$ cat config.mk
export PLATFORM = sky130hd
export DESIGN_NAME = alu_seq_flat
export DESIGN_NICKNAME = d
export VERILOG_FILES = /design/src/rtl/alu_seq_if.sv /design/src/rtl/alu_seq.sv /design/src/flat_wrapper.sv
export SDC_FILE = /design/constraint.sdc
export NUM_CORES = 1
export LEC_CHECK = 0
export BUFFER_PORTS_ARGS = -buffer_cell sky130_fd_sc_hd__buf_2
export CAP_MARGIN = 0
export CORE_ASPECT_RATIO = 0.5
export CORE_MARGIN = 2
export CORE_UTILIZATION = 64
export CTS_BUF_LIST = sky130_fd_sc_hd__clkbuf_8
export DETAILED_ROUTE_END_ITERATION = 8
export GPL_TIMING_DRIVEN = 0
export PLACE_DENSITY = 0.89
export RECOVER_POWER = 25
export SLEW_MARGIN = 10
export SYNTH_ARGS = -nofsm -noshare
export SYNTH_HDL_FRONTEND = slang
export SYNTH_SLANG_ARGS = --single-unit
$ cat constraint.sdc
create_clock -name clk -period 5 [get_ports clk]
set_input_delay 0.5 -clock clk [delete_from_list [all_inputs] [get_ports clk]]
set_output_delay 0.5 -clock clk [all_outputs]
set_load 0.05 [all_outputs]
$ cat src/rtl/alu_seq_if.sv
// alu_seq_if: host-side program/control bus and ALU drive bus of the ALU program sequencer
interface alu_seq_if #(
    parameter int ADDR_W = 3,
    parameter int LOOP_W = 4
);
    logic              prog_we;
    logic [ADDR_W-1:0] prog_addr;
    logic [9:0]        prog_data;
    logic [ADDR_W-1:0] prog_last;
    logic [LOOP_W-1:0] loops;
    logic              start;
    logic              abort;
    logic              busy;
    logic              done;
    logic [15:0]       result;
    logic              alu_rst_n;
    logic [1:0]        alu_inst;
    logic [7:0]        alu_a;
    logic [15:0]       alu_out;
    modport master (
        output prog_we, prog_addr, prog_data, prog_last, loops, start, abort, alu_out,
        input  busy, done, result, alu_rst_n, alu_inst, alu_a
    );
    modport slave (
        input  prog_we, prog_addr, prog_data, prog_last, loops, start, abort, alu_out,
        output busy, done, result, alu_rst_n, alu_inst, alu_a
    );
endinterface

$ cat src/rtl/alu_seq.sv
// alu_seq: program sequencer that clears the ALU, replays a stored program for N passes and captures the result
module alu_seq #(
    parameter int ADDR_W = 3,
    parameter int LOOP_W = 4
) (
    input logic       clk,
    input logic       rst,
    alu_seq_if.slave  bus
);
    typedef enum logic [1:0] {IDLE, CLR, RUN, WAIT} state_t;
    state_t            r_state;
    logic [9:0]        r_mem [2**ADDR_W];
    logic [ADDR_W-1:0] r_pc;
    logic [ADDR_W-1:0] r_last;
    logic [LOOP_W-1:0] r_loops;
    logic [LOOP_W-1:0] r_pass;
    logic              r_done;
    logic [15:0]       r_result;
    logic [9:0]        w_entry;
    assign w_entry       = r_mem[r_pc];
    assign bus.busy      = r_state != IDLE;
    assign bus.done      = r_done;
    assign bus.result    = r_result;
    assign bus.alu_rst_n = r_state != CLR;
    assign bus.alu_inst  = r_state == RUN ? w_entry[9:8] : 2'b00;
    assign bus.alu_a     = r_state == RUN ? w_entry[7:0] : 8'h00;
    // sequencer FSM, program store and result capture
    always_ff @(posedge clk) begin
        if (!rst) begin
            r_state  <= IDLE;
            r_pc     <= '0;
            r_last   <= '0;
            r_loops  <= '0;
            r_pass   <= '0;
            r_done   <= 1'b0;
            r_result <= '0;
            for (int i = 0; i < 2**ADDR_W; i++) r_mem[i] <= '0;
        end else begin
            r_done <= 1'b0;
            if (bus.prog_we && r_state == IDLE) r_mem[bus.prog_addr] <= bus.prog_data;
            case (r_state)
                IDLE: if (bus.start && !bus.abort) begin
                    r_last  <= bus.prog_last;
                    r_loops <= bus.loops == '0 ? LOOP_W'(1) : bus.loops;
                    r_pc    <= '0;
                    r_pass  <= LOOP_W'(1);
                    r_state <= CLR;
                end
                CLR: r_state <= bus.abort ? IDLE : RUN;
                RUN: if (bus.abort) r_state <= IDLE;
                    else if (r_pc < r_last) r_pc <= r_pc + 1'b1;
                    else if (r_pass < r_loops) begin
                        r_pc   <= '0;
                        r_pass <= r_pass + 1'b1;
                    end else r_state <= WAIT;
                WAIT: begin
                    r_state <= IDLE;
                    if (!bus.abort) begin
                        r_result <= bus.alu_out;
                        r_done   <= 1'b1;
                    end
                end
                default: r_state <= IDLE;
            endcase
        end
    end
endmodule

$ cat src/flat_wrapper.sv
// flat-port wrapper written by rule: the top's interface ports become plain ports
module alu_seq_flat 
#(
    parameter int ADDR_W = 3,
    parameter int LOOP_W = 4
)
  (clk, rst, bus_prog_we, bus_prog_addr, bus_prog_data, bus_prog_last, bus_loops, bus_start, bus_abort, bus_alu_out, bus_busy, bus_done, bus_result, bus_alu_rst_n, bus_alu_inst, bus_alu_a);
  alu_seq_if #(.ADDR_W(ADDR_W), .LOOP_W(LOOP_W)) bus_i ();
  input logic clk;
  input logic rst;
  input wire logic [$bits(bus_i.prog_we)-1:0] bus_prog_we;
  input wire logic [$bits(bus_i.prog_addr)-1:0] bus_prog_addr;
  input wire logic [$bits(bus_i.prog_data)-1:0] bus_prog_data;
  input wire logic [$bits(bus_i.prog_last)-1:0] bus_prog_last;
  input wire logic [$bits(bus_i.loops)-1:0] bus_loops;
  input wire logic [$bits(bus_i.start)-1:0] bus_start;
  input wire logic [$bits(bus_i.abort)-1:0] bus_abort;
  input wire logic [$bits(bus_i.alu_out)-1:0] bus_alu_out;
  output wire logic [$bits(bus_i.busy)-1:0] bus_busy;
  output wire logic [$bits(bus_i.done)-1:0] bus_done;
  output wire logic [$bits(bus_i.result)-1:0] bus_result;
  output wire logic [$bits(bus_i.alu_rst_n)-1:0] bus_alu_rst_n;
  output wire logic [$bits(bus_i.alu_inst)-1:0] bus_alu_inst;
  output wire logic [$bits(bus_i.alu_a)-1:0] bus_alu_a;
  assign bus_i.prog_we = bus_prog_we;
  assign bus_i.prog_addr = bus_prog_addr;
  assign bus_i.prog_data = bus_prog_data;
  assign bus_i.prog_last = bus_prog_last;
  assign bus_i.loops = bus_loops;
  assign bus_i.start = bus_start;
  assign bus_i.abort = bus_abort;
  assign bus_i.alu_out = bus_alu_out;
  assign bus_busy = bus_i.busy;
  assign bus_done = bus_i.done;
  assign bus_result = bus_i.result;
  assign bus_alu_rst_n = bus_i.alu_rst_n;
  assign bus_alu_inst = bus_i.alu_inst;
  assign bus_alu_a = bus_i.alu_a;
  alu_seq #(.ADDR_W(ADDR_W), .LOOP_W(LOOP_W)) u_core (.clk(clk), .rst(rst), .bus(bus_i));
endmodule
==> Word-level counts from Yosys, hierarchy flattened <==
Memory sizes are Yosys's and may differ from the RTL's. A register that Yosys moved wholly into a read port is not among the register bits.
Cells that the tools add are included.
{ "word_totals": {"mem_bits_rw": 80, "ff_bits": 33, "elab_cells": 67, "mem_count": 1, "inputBits": 41, "output_inout_bits": 29} }
{ "mem_list": {"columns": ["name", "depth", "width", "read_ports", "rd_clocked_by_memory_dff", "wr", "line", "text"], "rows": [
  ["u_core.r_mem", 8, 10, 1, 1, 8, "alu_seq.sv:12", "logic [9:0] r_mem [2**ADDR_W];"]
]} }
{ "op_classes": {"reduce_logical": 14, "magnitude_cmp": 2, "bitwise_logic": 1, "n_eq_ne": 11, "add_sub_neg": 2, "muxes": 29} }
{ "op_table": {"columns": ["op", "n"], "rows": [
  ["$mux W3", 7],
  ["$mux W4", 5],
  ["$mux W2", 6],
  ["$mux W10", 1],
  ["$reduce_or A10 Y1", 1],
  ["$ne A3 B3 Y1 const B", 3],
  ["$mux W8", 1],
  ["$ne A2 B2 Y1 const B", 4],
  ["$pmux W2 S4", 1],
  ["$pmux W4 S2", 1],
  ["$mux W1", 6],
  ["$pmux W3 S2", 1],
  ["$reduce_and A2 Y1", 3],
  ["$reduce_and A5 Y1", 1],
  ["$add A4 B1 Y4 const B", 1],
  ["$eq A2 B2 Y1 const B", 2],
  ["$logic_not A4 Y1", 1],
  ["$lt A4 B4 Y1", 1],
  ["$reduce_and A4 Y1", 1],
  ["$reduce_bool A2 Y1", 2],
  ["$add A3 B1 Y3 const B", 1],
  ["$lt A3 B3 Y1", 1],
  ["$reduce_and A3 Y1", 1],
  ["$eq A2 B1 Y1 const B", 1],
  ["other kinds (5)", 6]
]} }

==> Longest topological paths before layout <==
Gate-level depths: netlist (run 1).
{ "depth": {"depth_word": 7, "ltp_mapped": 7, "mapped_depth_nobuf": 7} }

==> Worst setup path after synthesis (run 1) <==
OpenSTA, ideal clock, no wires.
{ "synth_timing": {"path_kind": "register to output", "from": "register (tool-made name)", "to": "output port bus_alu_a[0]", "required_ps": 4500, "n_path_buf": 1, "slack_ps": 2888, "path_stages_with_launch": 5, "t_arrival_ps": 1612, "path_cell_list": "dfxtp_1 -> clkbuf_1 -> mux4_2 -> mux2i_1 -> nor2_1"} }
{ "synth_lines": {"columns": ["item", "line", "text"], "rows": [
  ["end, declared", "flat_wrapper.sv:24", "output wire logic [$bits(bus_i.alu_a)-1:0] bus_alu_a;"]
]} }

==> summary.md, run 1 <==
The share of cells above drive strength 1 works out to 0.215. The number of distinct library cells after synthesis is 39, and the part of the cycle the worst path needs is 0.556. Summed over all nets, the half-perimeter wirelength after detailed placement is 7.50 mm. The share of the core filled with cells in the final layout was 0.764; the highest fanout seen on the critical path was 10. The tightest min-delay check is of the input port to register type. Share of the synthesized area in the top cell type: 0.463.

For this run, the leading register cell type out of synthesis is sky130_fd_sc_hd__edfxtp_1. The number of synthesis warnings is 0. The initial antenna violation count came out at 0.

The effective utilization at floorplan came out at 0.653. Kind of critical path: register to primary output. The logs give 463 for the post-synth net total and 116 for the TritonCTS sink count.

Final routed wire length divided by cell count: 17.3 um. The iteration-0 DRC count of the detailed router was 303. The final period demand of the worst path is 2.78 ns, and the global route total overflow is 0. The core area was 7940 um2; the clock-pin slew of the registers on the worst-case setup and hold paths was 0.07 ns. Entering global routing, the biggest net connects 17 pins. Clock latency on the worst-skew pair, taken at its later pin, is 0.43 ns. The share of total power in sequential cells is 0.519. Counting the fill cells in the layout gives 506. Setup repair after global routing left no endpoint under its margin.

Summed over all layers, the routed wires come to 11.0 mm. The total design power is 2.07 mW, and the final number of setup-violating endpoints is 0. The floorplan die height came out at 67.6 um. Data on the critical path is required at its endpoint by 4.50 ns. In this design, the largest share of critical-path delay is due to buffers and inverters. The tools report the combined global-route utilization of all metal layers as 0.267. The cell count after synthesis came out at 415. The clock tree synthesis step divided the H-tree into 4 levels. The footprint of the multi-input gates was 1950 um2; the first-pass detailed-route iteration total was 7. Sorting the synthesized cells by area gives the leading types as sky130_fd_sc_hd__edfxtp_1, sky130_fd_sc_hd__dfxtp_1, sky130_fd_sc_hd__and2_1, sky130_fd_sc_hd__mux4_2, sky130_fd_sc_hd__nand2_1. The tools report the final worst clock skew as 0.00707 ns. Final hold analysis gives a worst-case slack of 0.297 ns. Final hold violation count: 0. The cell type of the slowest stage on the worst timing path was sky130_fd_sc_hd__clkbuf_1. In this run the core area contains 23 standard-cell rows.

The number of buffer and inverter stages on the critical path was 2. The total of hold buffers inserted after clock tree synthesis was 0; the ratio of routed vias to standard cells was 5.57. In this run the deepest clock path goes through 2 buffers.

Static timing analysis puts the maximum clock frequency at 360 MHz. For this run, design rule violations remaining after detail routing come to 0. Power density relative to cell area: 341 nW/um2. The remaining antenna violation count is 0, and the remaining max-slew budget at the tightest pin is 0.399.

The arrival time of data at the critical path endpoint is 2.28 ns, and the mean cell area of the mapped netlist is 12.5 um2. The share of async-settable or async-resettable flops after synthesis is 0. The endpoint type of the worst setup path is a primary output. The max-slew violation count came out at 0. The sequential cells in the finished layout cover a total of 3120 um2.

Counting the buffers created by CTS gives 17. The floorplan step defined a die boundary enclosing 8880 um2. Once the clock tree was built, the resizer swapped 0 gates to a different size. 0 antenna diodes ended up in the layout. In this run, synthesis produced a sequential element count of 116.

The area growth from synthesis to final layout is 17.0%, and the switching power share of the total is 0.230. The tools report the summed instance area of the synthesized netlist as 5180 um2. Root buffer cell: sky130_fd_sc_hd__clkbuf_8. The slew at the pin with the worst max-slew slack is 0.879 ns, and the count of buffers inserted at the top-level ports is 69. The cell-internal power came out at 1.59 mW. Kind of start point of the critical path: a register. The switching power is 475 uW.

The flow ran to the end, and the final reports show no timing, DRC or antenna violations. The signal on the critical path passes through clkbuf_1 -> mux4_2 -> mux2i_1 -> nor2_1 -> buf_2. The biggest area contributor in the post-synthesis netlist is sky130_fd_sc_hd__edfxtp_1.

The share of power burned in the clock network is 0.422. Number of primary I/O pins: 70. Summing over every cut layer, the via total after detailed routing is 3,531. For the sequential cell area fraction in the yosys report, the log shows 0.602.

Measured along the x axis, the die boundary spans 131 um. In this run the post-CTS setup repair buffer count came out at 0. The count of max-cap constraint violations is 0.

TritonCTS built the clock tree. The power share of the combinational group came out at 0.058. The tools report the maximum VDD drop as 185 uV. The total negative slack came out at 0 ns. The global-route wire length before repair was 17.2 mm; the post-route worst setup slack was 2.22 ns. The delay contributed by the slowest stage of the critical path works out to 0.51 ns.

The congestion estimate from routability-driven global placement came to 0.809. In this run, synthesis inferred 80 flip-flops with an integrated enable. The logs give 2.23 nW for the leakage power total and 2.68 ns for the setup slack at placement. After the last flow step, the layout net total stands at 557. For the number of global-route vias before repair, the log shows 3,339.
[Yosys cell counts, types with 2 or more instances]
master                     count
sky130_fd_sc_hd__dfxtp_1      36
sky130_fd_sc_hd__nor2_1       24
sky130_fd_sc_hd__nand2b_1      7
sky130_fd_sc_hd__edfxtp_1     80
sky130_fd_sc_hd__buf_2         2
sky130_fd_sc_hd__and2_1       81
sky130_fd_sc_hd__a211oi_1      2
sky130_fd_sc_hd__nand3_1       3
sky130_fd_sc_hd__ha_1          7
sky130_fd_sc_hd__nor2b_1       3
sky130_fd_sc_hd__nand2_1      51
sky130_fd_sc_hd__a31oi_1       4
sky130_fd_sc_hd__o21a_1        2
sky130_fd_sc_hd__a21oi_1      24
sky130_fd_sc_hd__inv_1         7
sky130_fd_sc_hd__mux2i_1      11
sky130_fd_sc_hd__nor3_1        7
sky130_fd_sc_hd__o21ai_0       8
sky130_fd_sc_hd__a21boi_0      3
sky130_fd_sc_hd__clkbuf_1     13
sky130_fd_sc_hd__nand4_1       3
sky130_fd_sc_hd__mux4_2       20
[cell families (layout without fill, tap and decap cells)]
kind of cell / after synthesis / after routing / share of synthesized area
and+or+nand+nor: 185 / 185 / 0.188
DFF: 116 / 116 / 0.602
AOI/OAI and AO/OA: 53 / 53 / 0.0678
muxes: 31 / 31 / 0.108
buffers and inverters: 23 / 130 / 0.0171
adders and majority gates: 7 / 7 / 0.0169
[per-stage QoR]
stage | cell area (um2) | instances
after floorplan | 5180 | 415
after global placement | 5670 | 596
after detailed placement | 5720 | 602
after CTS | 6110 | 634
after global routing | 6070 | 634
final | 6070 | 634
[placed cells by master, fill, tap and decap left out, drive strengths merged, types with 8 or more instances in the layout]
| cell type | n |
|---|---|
| and2 | 81 |
| edfxtp | 80 |
| buf | 58 |
| nand2 | 51 |
| clkbuf | 50 |
| dfxtp | 36 |
| nor2 | 24 |
| a21oi | 24 |
| mux4 | 20 |
| mux2i | 11 |
| o21ai | 10 |
| inv | 9 |
| nand2b | 8 |
[power by group through the flow]
stage,Clock [mW],Combinational (mW),Sequential (mW)
6_report,0.872,0.121,1.07
5_1_grt,0.926,0.132,1.08
4_1_cts,0.879,0.124,1.07
3_5_place_dp,0,0.123,1.09
3_3_place_gp,0,0.117,1.09
2_1_floorplan,0,0.0717,1.09
[flip-flops by register name (all words and copies together), names as in the netlist, named ones only]
register           cells
u_core.r_pc            3
u_core.bus.result     16
u_core.r_state         2
u_core.r_loops         4
u_core.r_mem          80
u_core.r_pass          4
u_core.r_last          3
u_core.bus.done        1
[path summary, 6_finish.rpt]
path                                       from                           endpoint  slack [ns]  cells past startpoint
setup / recovery                       register                       bus_alu_a[6]        2.22                      5
setup reg to reg  u_core.r_pass[1]$_SDFFE_PN0P_      u_core.r_pass[3]$_SDFFE_PN0P_        2.66                      5
hold / removal                   bus_alu_out[0]  u_core.bus.result[0]$_SDFFE_PN0P_        0.30                      3
hold reg to reg   u_core.r_last[0]$_SDFFE_PN0P_      u_core.r_last[0]$_SDFFE_PN0P_        0.45                      2
[cell type report]
cell class,instances,area share
Buffer,16,0.0103
Clock buffer,17,0.0386
Clock inverter,15,0.0272
Inverter,7,0.00433
Multi-Input combinational cell,276,0.322
Sequential cell,116,0.515
Tap cell,112,0.0231
Timing Repair Buffer,75,0.0594
[worst reg2reg max path, delay by kind of cell (launching register included)]
kind	cells	cell delay, ns
adder cells (fa/ha/maj)	1	0.26
AO/OA/AOI/OAI	3	1.28
AND/OR/NAND/NOR	1	0.27
flip-flops	1	0.41
[metal layers]
layer  share of wire  GRT usage
met3           0.078     0.0886
met2            0.48      0.439
met5               0          0
met4           0.020      0.103
met1            0.42      0.338
No activity file was read; power rests on OpenSTA's default activity.
==> inputs of run 2 (changes only) <==
ABC_AREA = 1   (was default)
CORE_UTILIZATION = 59   (was 64)
PLACE_DENSITY = 0.84   (was 0.89)
clock period = 2.8 ns   (was 5 ns; I/O delays follow)
==> run 2 against run 1 <==
Combinational power increased by 110%. Clock skew decreased by 0.0012 ns. Worst hold slack got worse by 0.23 ns. Synthesized cell count increased by 32%. Die area increased by 7.0%. Global-route usage increased by 0.19 points. Clock-buffer cell count unchanged. Clock power increased by 100%. Critical path type unchanged. Setup slack got worse by 1.9 ns. Routed wire length increased by 7.1%. Area after synthesis decreased by 1.0%.
==> summary.md, run 2 <==
The run finished with clean final reports. For the final routed DRC violation total, the log shows 0. The clock-pin slew of the registers on the worst-case setup and hold paths is 0.07 ns. The run gives 0.446 as the share of power burned in the clock network. The register bit total from synthesis was 116; the iteration-0 DRC count of the detailed router was 520. The routed layout has 4,152 vias.

Kind of critical path: register to primary output. The top cell types in the final layout, fill and taps aside, are sky130_fd_sc_hd__nor2_1, sky130_fd_sc_hd__edfxtp_1, sky130_fd_sc_hd__buf_2, sky130_fd_sc_hd__o21ai_0, sky130_fd_sc_hd__nand2_1. The number of flip-flops under the largest register name is 80, and the ratio of routed vias to standard cells is 5.46. The core region is 8230 um2.

The hold path startpoint is bus_alu_out[11]. The power share of the combinational group is 0.064. The final worst clock skew is 0.00590 ns, and the number of cell instances on the worst register-to-register path is 6.

The share of total power in sequential cells is 0.491. The logs give 3120 um2 for the sequential cell area and 8.11 mm for the post-detailed-placement half-perimeter wirelength. The most frequently used cell type in the post-synthesis netlist was sky130_fd_sc_hd__nor2_1. For the global route total overflow, the log shows 0. The tools report the root buffer cell as sky130_fd_sc_hd__clkbuf_8.

The share of the synthesized area in the top cell type works out to 0.468. The post-synthesis share of cell area spent on full adders, half adders and majority gates came out at 0.0171. The worst setup path is launched from a register. STA puts the critical path data arrival time at 2.23 ns.

Setup repair after global routing left no endpoint under its margin. At the end of the flow, the number of nets in the layout was 683. The smallest clock period supported by the final layout is computed as 2.51 ns. The tools report the remaining antenna violation count as 0. The worst hold path terminates at u_core.bus.result[11]$_SDFFE_PN0P_. The tools report the largest net degree at the start of global routing as 17.

Power density relative to cell area: 651 nW/um2. The run gives 0 as the final hold violation count. The share of cell area taken by muxes after synthesis was 0. Data on the critical path is required at its endpoint by 2.52 ns. The combined global-route utilization of all metal layers was 0.268; the area share of xor/xnor cells in the synthesized design was 0.00171.

The tools report the deepest level of the CTS H-tree as 4. The effective utilization at floorplan was 0.624. TritonCTS built the clock tree. The run gives 0 as the initial antenna violation count. The floorplan step set the die height to 70.0 um. The run gives 5130 um2 as the summed instance area of the synthesized netlist. The synthesized instance count came out at 547. For the number of primary I/O pins, the log shows 70.

The clock drives 116 sinks. After detailed routing, the average wire length per cell comes to 15.4 um. The number of antenna diodes in the final layout is 0.

The cell taking the most area after synthesis was sky130_fd_sc_hd__edfxtp_1. After synthesis, the largest family of logic cells by area is simple AND/OR/NAND/NOR gates. The most used flip-flop cell after synthesis was sky130_fd_sc_hd__edfxtp_1. Remaining max-slew budget at the tightest pin: 0.587. Along the worst hold path, the cell count comes to 3.

The first global-routing pass estimated 19.3 mm of wire. Capture point of the worst reg-to-reg path: u_core.r_mem[4][6]$_SDFFCE_PN0P_. For the switching power, the log shows 895 uW.

With fillers left out, the area of the finished cells amounts to 6010 um2. The tools report the start of the worst register-to-register path as u_core.r_state[0]$_SDFFE_PN0P_. Yosys mapped a number of flops with a built-in enable equal to 80. Summing all multi-input logic gate instances after layout gives 1670 um2.

For the pin with the worst max-slew slack, the measured transition is 0.623 ns. Compared with the post-synthesis result, the final layout area differs by 17.0%. The run gives 398 MHz as the achievable clock frequency. The part of the cycle the worst path needs came out at 0.898.

The tools report the endpoint type of the worst setup path as a primary output. The type of the worst min-delay path is input port to register. The highest fanout seen on the critical path was 10. For this run, the number of Yosys warnings is 0. The tools report the number of distinct library cells after synthesis as 26.

The internal portion of the total power is 3.01 mW. Die width: 136 um. Before antenna repair, the detailed router went through 5 iterations.

The mean cell area of the mapped netlist is 9.38 um2. The total of hold buffers inserted after clock tree synthesis was 0. The layout has 587 filler cells. The share of cells above drive strength 1 works out to 0.150.

After routing, the total negative slack on setup checks comes to 0 ns. The cell area reported after detailed placement came out at 5620 um2. The run gives 0 as the count of cells resized by post-cts repair. The worst register-to-register path has a setup slack of 0.57 ns. By area the synthesized netlist is led by sky130_fd_sc_hd__edfxtp_1, sky130_fd_sc_hd__nor2_1, sky130_fd_sc_hd__dfxtp_1, sky130_fd_sc_hd__o21ai_0, sky130_fd_sc_hd__o32ai_1.

Port buffering added 69 buffers. The tool flagged a number of max-cap violations equal to 0. By count the netlist is led by sky130_fd_sc_hd__nor2_1, sky130_fd_sc_hd__edfxtp_1, sky130_fd_sc_hd__o21ai_0.

For this design the static power due to leakage is 2.56 nW. u_core.r_mem holds more flip-flops than any other register. The max-slew violation count came out at 0. The initialized floorplan defines 23 standard-cell rows.

The post-synth net total is 595, and the share of async-settable or async-resettable flops after synthesis is 0. At the end of routability-driven placement, the weighted congestion stood at 0.904. The tools report the maximum buffer depth of the clock tree as 2.

The post-synthesis simple-gate area fraction came out at 0.199. The library cell used most frequently in the layout, excluding fill and tap cells, is sky130_fd_sc_hd__nor2_1. Compound-gate portion of the synthesized area: 0.112.

The maximum VDD drop is 341 uV. Clock latency on the worst-skew pair, taken at its later pin, is 0.44 ns. The sequential cell area fraction in the yosys report was 0.608; the aggregate routed wire length was 11.7 mm. The die covers 9510 um2. The run gives 3,945 as the number of global-route vias before repair. The switching power share of the total is 0.229, and the final number of setup-violating endpoints is 0. The number of buffers created by CTS is 17.

Post-CTS timing repair inserted 0 buffers for setup.
==> run 2: cell families after synthesis <==
family / count (synthesis)
flip-flops: 116
AND/OR/NAND/NOR: 259
buffers and inverters: 66
AO/OA/AOI/OAI: 98
XOR/XNOR: 1
adder cells (fa/ha/maj): 7
==> run 2: how the worst max path moves through the flow <==
stage	cells past startpoint	startpoint	slack, ns	endpoint
floorplan	6	register	0.93	bus_alu_a[0]
global placement	6	u_core.r_state[0]$_SDFFE_PN0P_	0.87	u_core.r_mem[1][3]$_SDFFCE_PN0P_
detailed placement	7	register	0.83	bus_alu_a[5]
CTS	7	register	0.35	bus_alu_a[5]
global route	7	register	0.17	bus_alu_a[2]
finish	7	register	0.29	bus_alu_a[5]
==> run 2: routing by layer <==
metal	GRT usage	part of all wire	vias up
met5	0	0	-
met4	0.0972	0.018	0
met3	0.0777	0.099	24
met2	0.425	0.47	244
met1	0.356	0.42	1868
li1	-	-	2016
==> run 2: cell type report <==
type / instances / area share
well taps: 112 / 0.0233
clock buffers: 17 / 0.0390
clock inverters: 15 / 0.0354
flip-flops and latches: 116 / 0.520
plain buffers: 28 / 0.0260
multi-input cells: 365 / 0.279
repair buffers: 69 / 0.0540
inverters: 38 / 0.0238
==> run 2: per-stage QoR <==
step                worst slack, ns  utilization  cells  hold WS, ns  power (mW)
floorplan                     0.933            -    547        0.358        2.11
global placement              0.871        0.683    728        0.448        2.19
detailed placement            0.827        0.683    728        0.455        2.20
CTS                           0.346        0.737    760       0.0557        3.92
global route                  0.173        0.730    760       0.0587        4.03
finish                        0.287        0.730    760       0.0701        3.91
==> run 2: critical path: stages (launching register included) <==
cell and delay, ns:
sky130_fd_sc_hd__dfxtp_1 0.38, sky130_fd_sc_hd__inv_1 0.15, sky130_fd_sc_hd__clkbuf_1 0.43, sky130_fd_sc_hd__nor2_1 0.09, sky130_fd_sc_hd__o32ai_1 0.16, sky130_fd_sc_hd__nor2_1 0.13
sky130_fd_sc_hd__nor2_1 0.18, sky130_fd_sc_hd__buf_2 0.28
==> run 2: power groups by stage <==
stage          registers, mW  logic, mW  clock network [mW]
2_1_floorplan           1.95      0.158                   0
3_3_place_gp            1.95      0.242                   0
3_5_place_dp            1.95      0.249                   0
4_1_cts                 1.92      0.252                1.75
5_1_grt                 1.92      0.277                1.83
6_report                1.92      0.249                1.74
